## src/rtl/flash_pkg.sv

```systemverilog
// Shared types and constants for the flash read arbiter.
package flash_pkg;

    localparam int unsigned FLASH_AW = 21;
    localparam int unsigned FLASH_DW = 16;

    localparam int unsigned FLASH_WAIT_CYCLES = 4;
    localparam int unsigned FLASH_RST_CYCLES  = 13;

    typedef enum logic [2:0] {
        RST_LO,
        RST_WAIT,
        IDLE,
        SETUP,
        ACCESS,
        DONE
    } flash_state_e;

endpackage

```

## src/rtl/flash_rr_arb.sv

```systemverilog
// Two-port grant logic for the flash read path.
// FLASH_RD_ARB_RR_EN selects round-robin; otherwise port 0 has fixed priority.
module flash_rr_arb (
    input  logic       clk25,
    input  logic       rst_,
    input  logic [1:0] valid,
    input  logic       hs,
    output logic [1:0] grant
);

`ifdef FLASH_RD_ARB_RR_EN
    logic last_q, last_d;

    // On contention favour the port that was not served last.
    always_comb begin
        grant = valid;
        if (valid == 2'b11) begin
            grant = last_q ? 2'b01 : 2'b10;
        end
    end

    always_comb begin
        last_d = last_q;
        if (hs) begin
            last_d = grant[1];
        end
    end

    always_ff @(posedge clk25 or negedge rst_) begin
        if (!rst_) begin
            last_q <= 1'b1;
        end else begin
            last_q <= last_d;
        end
    end
`else
    logic unused_ok;
    assign unused_ok = &{1'b0, clk25, rst_, hs};

    always_comb begin
        grant = valid;
        if (valid[0]) begin
            grant[1] = 1'b0;
        end
    end
`endif

endmodule

```

## src/rtl/flash_rd_arb.sv

```systemverilog
// Two-requester read arbiter for a parallel NOR flash, including power-up reset pulse.
// Arbitration policy is set by FLASH_RD_ARB_RR_EN (round-robin) or fixed priority by default.
module flash_rd_arb
    import flash_pkg::*;
#(
    parameter int unsigned WAIT_CYCLES = FLASH_WAIT_CYCLES,
    parameter int unsigned RST_CYCLES  = FLASH_RST_CYCLES
) (
    input  logic                clk25,
    input  logic                rst_,
    input  logic                req0_valid,
    input  logic [FLASH_AW-1:0] req0_addr,
    output logic                req0_ready,
    output logic                rsp0_valid,
    output logic [FLASH_DW-1:0] rsp0_data,
    input  logic                req1_valid,
    input  logic [FLASH_AW-1:0] req1_addr,
    output logic                req1_ready,
    output logic                rsp1_valid,
    output logic [FLASH_DW-1:0] rsp1_data,
    output logic [FLASH_AW-1:0] flash_a,
    input  logic [FLASH_DW-1:0] flash_dq,
    output logic                flash_ce_,
    output logic                flash_oe_,
    output logic                flash_we_,
    output logic                flash_reset_,
    output logic                busy
);

    localparam logic [7:0] RST_LAST = 8'(RST_CYCLES - 1);
    localparam logic [7:0] ACC_LAST = 8'(WAIT_CYCLES - 1);

    flash_state_e        state_q, state_d;
    logic [7:0]          cnt_q, cnt_d;
    logic [FLASH_AW-1:0] flash_a_q, flash_a_d;
    logic                port_q, port_d;
    logic [FLASH_DW-1:0] rsp0_data_q, rsp0_data_d;
    logic [FLASH_DW-1:0] rsp1_data_q, rsp1_data_d;
    logic [1:0]          grant;
    logic                hs;

    flash_rr_arb u_arb (
        .clk25 (clk25),
        .rst_  (rst_),
        .valid ({req1_valid, req0_valid}),
        .hs    (hs),
        .grant (grant)
    );

    always_comb begin
        state_d      = state_q;
        cnt_d        = cnt_q;
        flash_a_d    = flash_a_q;
        port_d       = port_q;
        rsp0_data_d  = rsp0_data_q;
        rsp1_data_d  = rsp1_data_q;
        hs           = 1'b0;
        req0_ready   = 1'b0;
        req1_ready   = 1'b0;
        rsp0_valid   = 1'b0;
        rsp1_valid   = 1'b0;
        flash_ce_    = 1'b1;
        flash_oe_    = 1'b1;
        flash_reset_ = 1'b1;
        busy         = 1'b1;

        unique case (state_q)
            RST_LO: begin
                flash_reset_ = 1'b0;
                if (cnt_q == RST_LAST) begin
                    state_d = RST_WAIT;
                    cnt_d   = '0;
                end else begin
                    cnt_d = cnt_q + 8'd1;
                end
            end
            RST_WAIT: begin
                if (cnt_q == RST_LAST) begin
                    state_d = IDLE;
                    cnt_d   = '0;
                end else begin
                    cnt_d = cnt_q + 8'd1;
                end
            end
            IDLE: begin
                busy       = 1'b0;
                req0_ready = grant[0];
                req1_ready = grant[1];
                if (|grant) begin
                    hs        = 1'b1;
                    flash_a_d = grant[1] ? req1_addr : req0_addr;
                    port_d    = grant[1];
                    state_d   = SETUP;
                end
            end
            SETUP: begin
                flash_ce_ = 1'b0;
                cnt_d     = '0;
                state_d   = ACCESS;
            end
            ACCESS: begin
                flash_ce_ = 1'b0;
                flash_oe_ = 1'b0;
                if (cnt_q == ACC_LAST) begin
                    if (port_q) begin
                        rsp1_data_d = flash_dq;
                    end else begin
                        rsp0_data_d = flash_dq;
                    end
                    cnt_d   = '0;
                    state_d = DONE;
                end else begin
                    cnt_d = cnt_q + 8'd1;
                end
            end
            DONE: begin
                rsp0_valid = ~port_q;
                rsp1_valid = port_q;
                state_d    = IDLE;
            end
            default: begin
                state_d = RST_LO;
                cnt_d   = '0;
            end
        endcase
    end

    always_ff @(posedge clk25 or negedge rst_) begin
        if (!rst_) begin
            state_q     <= RST_LO;
            cnt_q       <= '0;
            flash_a_q   <= '0;
            port_q      <= 1'b0;
            rsp0_data_q <= '0;
            rsp1_data_q <= '0;
        end else begin
            state_q     <= state_d;
            cnt_q       <= cnt_d;
            flash_a_q   <= flash_a_d;
            port_q      <= port_d;
            rsp0_data_q <= rsp0_data_d;
            rsp1_data_q <= rsp1_data_d;
        end
    end

    assign flash_a   = flash_a_q;
    assign rsp0_data = rsp0_data_q;
    assign rsp1_data = rsp1_data_q;
    assign flash_we_ = 1'b1;

endmodule

```

## config.mk

```make
export PLATFORM = sky130hd
export DESIGN_NAME = flash_rd_arb
export DESIGN_NICKNAME = d
export VERILOG_FILES = /design/src/rtl/flash_pkg.sv /design/src/rtl/flash_rr_arb.sv /design/src/rtl/flash_rd_arb.sv
export SDC_FILE = /design/constraint.sdc
export NUM_CORES = 1
export LEC_CHECK = 0
export CORE_ASPECT_RATIO = 0.75
export CORE_MARGIN = 1.5
export CORE_UTILIZATION = 43
export DETAILED_ROUTE_END_ITERATION = 10
export HOLD_SLACK_MARGIN = 0.12
export PLACE_DENSITY = 0.8
export SLEW_MARGIN = 20
export SYNTH_ARGS = -nofsm -noshare
export SYNTH_HDL_FRONTEND = slang
export SYNTH_SLANG_ARGS = --single-unit
```

## constraint.sdc

```tcl
create_clock -name clk25 -period 2.64 [get_ports clk25]
set_input_delay 0.264 -clock clk25 [delete_from_list [all_inputs] [get_ports clk25]]
set_output_delay 0.264 -clock clk25 [all_outputs]
set_load 0.05 [all_outputs]
```

==> results_dict.tcl, run 1 <==
set metrics [dict create \
    status "completed" \
    ys.flop_type "dfrtp_1" \
    min_period_ns 2.44 \
    dr_total_vias 2357 \
    track_usage_pct 20.7 \
    wirelength_um 7250 \
    wl_per_cell_um 15.6 \
    start_util_pct 45.4 \
    cp.arrival_ns 2.17 \
    cts-root-buf "clkbuf_8" \
    antenna_found_initial 0 \
    fmax_ghz 0.410 \
    synthDistinctLibCells 37 \
    r2r_cells 5 \
    vias_per_cell 5.06 \
    clockBufferDepth 2 \
    die-width_um 98.3 \
    grt_pass1_vias 2383 \
    fin_setup_tns_ns 0 \
    place_inst 449 \
    io_buffers 122 \
    maxSlewViolCount 0 \
    initialDrtViolationCount 104 \
    cp-start-kind "register" \
    drv_cap 0 \
    clock_skew_ns 0.00880 \
    final_common_cell "clkdlybuf4s50_1" \
    grt-ovfl-total 0 \
    syn_inst 250 \
    design.core.area_um2 6440 \
    h-tree-depth 3 \
    gp_congestion 0.784 \
    power_density_nw_per_um2 1280 \
    antenna_cells 0 \
    synthesis.area_um2 2930 \
    grt_max_degree 43 \
    grt_setup_unrepaired "false" \
    postSynthAreaPerCell_um2 11.7 \
    nFillCells 502 \
    cp.required_ns 2.38 \
    die_h_um 74.5 \
    io_pins 124 \
    r2r_start "cnt_q[4]" \
    ff2ff_setup_slack_ns 0.53 \
    synth_edf_count 0 \
    area.growth.synth_to_final_pct 52.2 \
    final_cell_mix "clkdlybuf4s50_1, dfrtp_1, nand2_1" \
    place_area_um2 4260 \
    numCtsBuffers 9 \
    instances_no_fill 466 \
    grt_pass1_wl_um 11600 \
    fin_nets 444 \
    setup_viol_count_final 0 \
    postLayoutCoreUtil_pct 69.1 \
    cts.sinks 65 \
    finalCritPeriodShare_pct 92.3 \
    worst_pin_slew_ns 0.705 \
    rows 25 \
    min_to "flash_a[18]" \
    synth-async-reset-ratio_pct 100 \
    min-delay-start "flash_a[18]" \
    ys_seq_area_share_pct 55.6 \
    drc 0 \
    r2r_end "rsp1_data[8]" \
    power.leakage_nw 1.97 \
    yosysWarnings 0 \
    cts_resized 0 \
    holdWs_ns 0.482 \
    vdd_drop_max_uv 669 \
    crit_path_end_kind "output pin" \
    worstSkewPairLatency_ns 0.34 \
    dieArea_um2 7320 \
    ys_ff_latch 65 \
    hold_violations 0 \
    clk_pin_slew_worst_paths_ns 0.07 \
    first_pass_iters 4 \
    max_slew_margin_pct 53.0 \
    cts_tree "yes" \
    crit_type "register to output pin" \
    drive_gt1_share_pct 16.6 \
    whs_path_depth 2 \
    synth_fp_nets 314 \
    design_area_um2 4460 \
    critPathMaxFanout 8 \
    place_hpwl_um 5500 \
    ant_nets 0 \
    worst_hold_path_type "register to register" \
]
==> where the power goes <==
group | leakage (nW) | internal (mW) | switching (mW)
clock | 0.0919 | 0.395 | 0.385
sequential | 0.823 | 1.42 | 0.301
combinational | 1.06 | 1.17 | 2.04
total | 1.97 | 2.98 | 2.72
==> worst max-delay path, cell delays in order, from the launching register on <==
cell	delay [ns]
dfrtp_1	0.45
or3b_1	0.49
o21ai_0	0.14
inv_1	0.06
clkdlybuf4s50_1	0.69
==> layer usage <==
layer	routed length, um	global-route usage, %
met5	0	0
met3	588	8.46
met4	38	5.63
met2	3500	34.6
met1	3120	25.4
==> cells by family after synthesis <==
| family | share of synthesized area (%) |
|---|---|
| and+or+nand+nor | 10.7 |
| DFF | 55.6 |
| muxes | 20.8 |
| AOI/OAI and AO/OA | 8.59 |
| buffers and inverters | 3.42 |
| adders and majority gates | 0.855 |
| other | 0.128 |
==> how the worst max path moves through the flow <==
stage,startpoint,end,slack (ns),cells past startpoint
2_1_floorplan,state_q[0],rsp0_data[10],0.54,5
3_3_place_gp,cnt_q[4],rsp1_data[7],0.58,5
3_5_place_dp,cnt_q[4],rsp1_data[9],0.55,5
4_1_cts,state_q[0],flash_ce_,0.17,4
5_1_grt,state_q[0],flash_ce_,0.09,4
6_report,state_q[0],flash_ce_,0.20,4
==> cell usage after synthesis, drive strengths merged (2+ instances only) <==
cell / instances / area share (%)
o21bai: 2 / 0.51
nor3: 2 / 0.51
nor4: 2 / 0.43
mux2: 32 / 14
nand2: 35 / 4.5
o211ai: 3 / 0.77
inv: 6 / 0.77
or3: 2 / 0.43
mux2i: 21 / 7.2
buf: 6 / 1.9
or2: 3 / 0.64
o21ai: 32 / 5.5
nor2: 7 / 0.90
a21oi: 3 / 0.51
a22o: 2 / 0.60
and2: 2 / 0.43
nor3b: 2 / 0.51
nand3: 3 / 0.51
nor2b: 3 / 0.64
ha: 2 / 0.85
dfrtp: 65 / 56
clkbuf: 6 / 0.77
nand2b: 2 / 0.43
==> area by class of cell <==
| type | instances | area [um^2] | share of cell area [%] |
|---|---|---|---|
| sequential | 65 | 1630 | 36.5 |
| timing repair buffer | 131 | 1310 | 29.4 |
| multi-input combinational | 167 | 1210 | 27.1 |
| clock buffer | 11 | 151 | 3.40 |
| tap | 81 | 101 | 2.27 |
| clock inverter | 5 | 37.5 | 0.842 |
| inverter | 6 | 22.5 | 0.505 |
==> sequential cells by signal (all words and copies together), names as in the netlist <==
name,flops
port_q,1
state_q,3
cnt_q,8
flash_a,21
rsp0_data,16
rsp1_data,16
==> stage by stage <==
step / power (mW) / setup slack, ns
final: 5.70 / 0.202
after CTS: 5.75 / 0.166
after global routing: 6.02 / 0.0943
after detailed placement: 4.95 / 0.551
after floorplan: 3.78 / 0.544
after global placement: 4.87 / 0.583
==> what timing repair did <==
item	CTS	global route
hold buffers	1	0
buffers inserted	0	0
endpoints found under the hold margin	29	0
Power figures use the tool's default switching activity.
==> run 2: changes to the inputs <==
--- a/config.mk
+++ b/config.mk
@@ -6,7 +6,6 @@
 export NUM_CORES = 1
 export LEC_CHECK = 0
 export CORE_ASPECT_RATIO = 0.75
-export CORE_MARGIN = 1.5
 export CORE_UTILIZATION = 43
 export DETAILED_ROUTE_END_ITERATION = 10
 export HOLD_SLACK_MARGIN = 0.12
==> results_dict.tcl, run 2 (synthesis gave the netlist of run 1 again) <==
set metrics [dict create \
    min-delay-start "flash_a[9]" \
    first_pass_iters 4 \
    setup_ws_ns 0.188 \
    dr_total_vias 2354 \
    design_area_um2 4470 \
    cts-root-buf "clkbuf_8" \
    h-tree-depth 3 \
    cts.sinks 65 \
    crit_path_end_kind "output pin" \
    drv_cap 0 \
    start_util_pct 45.4 \
    grt-ovfl-total 0 \
    drc 0 \
    numCtsBuffers 9 \
    r2r_start "cnt_q[4]" \
    maxSlewViolCount 0 \
    postLayoutCoreUtil_pct 69.4 \
    grt_setup_unrepaired "false" \
    cp-start-kind "register" \
    gp_congestion 0.788 \
    fin_nets 442 \
    clk_pin_slew_worst_paths_ns 0.07 \
    grt_max_degree 37 \
    rows 25 \
    antenna_cells 0 \
    status "completed" \
    cts_setup_buffers 0 \
    worst_pin_slew_ns 0.803 \
    grt_pass1_wl_um 11100 \
    final_common_cell "clkdlybuf4s50_1" \
    setup_viol_count_final 0 \
    vias_per_cell 5.07 \
    clockBufferDepth 2 \
    place_ws_ns 0.429 \
    ant_nets 0 \
    finalCritPeriodShare_pct 92.9 \
    track_usage_pct 20.2 \
    worstSkewPairLatency_ns 0.34 \
    place_area_um2 4240 \
    r2r_end "rsp1_data[5]" \
    min_to "flash_a[9]" \
    die_h_um 73.5 \
    critPathMaxFanout 8 \
    power.leakage_nw 1.98 \
    io_pins 124 \
    cts_tree "yes" \
    place_hpwl_um 5280 \
    grt_pass1_vias 2282 \
    largest_register_ffs 21 \
    whs_path_depth 2 \
    die-width_um 97.3 \
    wl_per_cell_um 14.8 \
    io_buffers 122 \
    cp.required_ns 2.38 \
    area.growth.synth_to_final_pct 52.8 \
    cp.arrival_ns 2.19 \
    r2r_cells 5 \
    path_buf_inv 2 \
    clock_skew_ns 0.00862 \
    drive_gt1_share_pct 16.4 \
    vdd_drop_max_uv 493 \
    path_cells "or3b_1, o21ai_0, inv_1, clkdlybuf4s50_1" \
    total_power_mw 5.82 \
    crit_family "buffers and inverters" \
    cp_slowest_stage_delay_ns 0.70 \
    dieArea_um2 7150 \
    crit_start "state_q[0]" \
    max_slew_margin_pct 46.5 \
    min_period_ns 2.45 \
    fmax_ghz 0.408 \
    fin_setup_tns_ns 0 \
    hold_violations 0 \
    crit_type "register to output pin" \
    design.core.area_um2 6440 \
    final_cell_mix "clkdlybuf4s50_1, dfrtp_1, nand2_1" \
    crit_slowest_cell "clkdlybuf4s50_1" \
    wirelength_um 6890 \
    antenna_found_initial 0 \
    worst_hold_path_type "register to register" \
    ff2ff_setup_slack_ns 0.51 \
    power_density_nw_per_um2 1300 \
    initialDrtViolationCount 77 \
]
run 2: cell count changes in the layout (fill, tap and decap cells not counted), sizes merged:
cell | previous run | this run
buf | 10 | 8
clkbuf | 11 | 9
bufinv | 0 | 2
run 2: worst max path at each step:
stage                     to  slack [ns]  cells after the start
2_1_floorplan  rsp0_data[10]        0.54                      5
3_3_place_gp      req0_ready        0.54                      3
3_5_place_dp      req0_ready        0.43                      3
4_1_cts           req0_ready        0.05                      3
5_1_grt            flash_ce_        0.10                      4
6_report           flash_ce_        0.19                      4
run 2: report_power, final:
part / internal [mW] / leakage, nW / switching [mW] / total [mW]
registers: 1.42 / 0.823 / 0.291 / 1.71
clock network: 0.531 / 0.106 / 0.386 / 0.916
logic: 1.16 / 1.05 / 2.03 / 3.19
total: 3.12 / 1.98 / 2.71 / 5.82
run 2: layer usage:
layer  routed length, um  GRT usage [%]
met1                2920           24.1
met3                 651           9.23
met5                   0              0
met2                3220           32.9
met4                 102           6.70
run 2: timing repair:
action / in CTS / in global routing
resized for setup: 0 / 1
endpoints found under the hold margin: 34 / 0
hold buffers: 1 / 0
setup endpoints to repair: 0 / 2
run 2: final cells by class:
cell class / count / area (um^2)
sequential: 65 / 1630
fill: 491 / 1970
tap: 81 / 101
timing repair buffer: 129 / 1290
inverter: 6 / 22.5
clock buffer: 9 / 124
clock inverter: 7 / 93.8
multi-input combinational: 167 / 1210
run 2: worst register-to-register path: cells and delay by family, from the launching register on:
| family | cells | cell delay, ns |
|---|---|---|
| simple gates | 3 | 1.03 |
| flops | 1 | 0.44 |
| mux | 1 | 0.33 |
| buf+inv | 1 | 0.23 |
run 2: per-stage QoR:
| stage | hold slack (ns) | instances |
|---|---|---|
| after global placement | 0.386 | 447 |
| after CTS | 0.485 | 464 |
| after global routing | 0.513 | 464 |
| after floorplan | -0.0316 | 250 |
| final | 0.479 | 464 |
| after detailed placement | 0.402 | 447 |
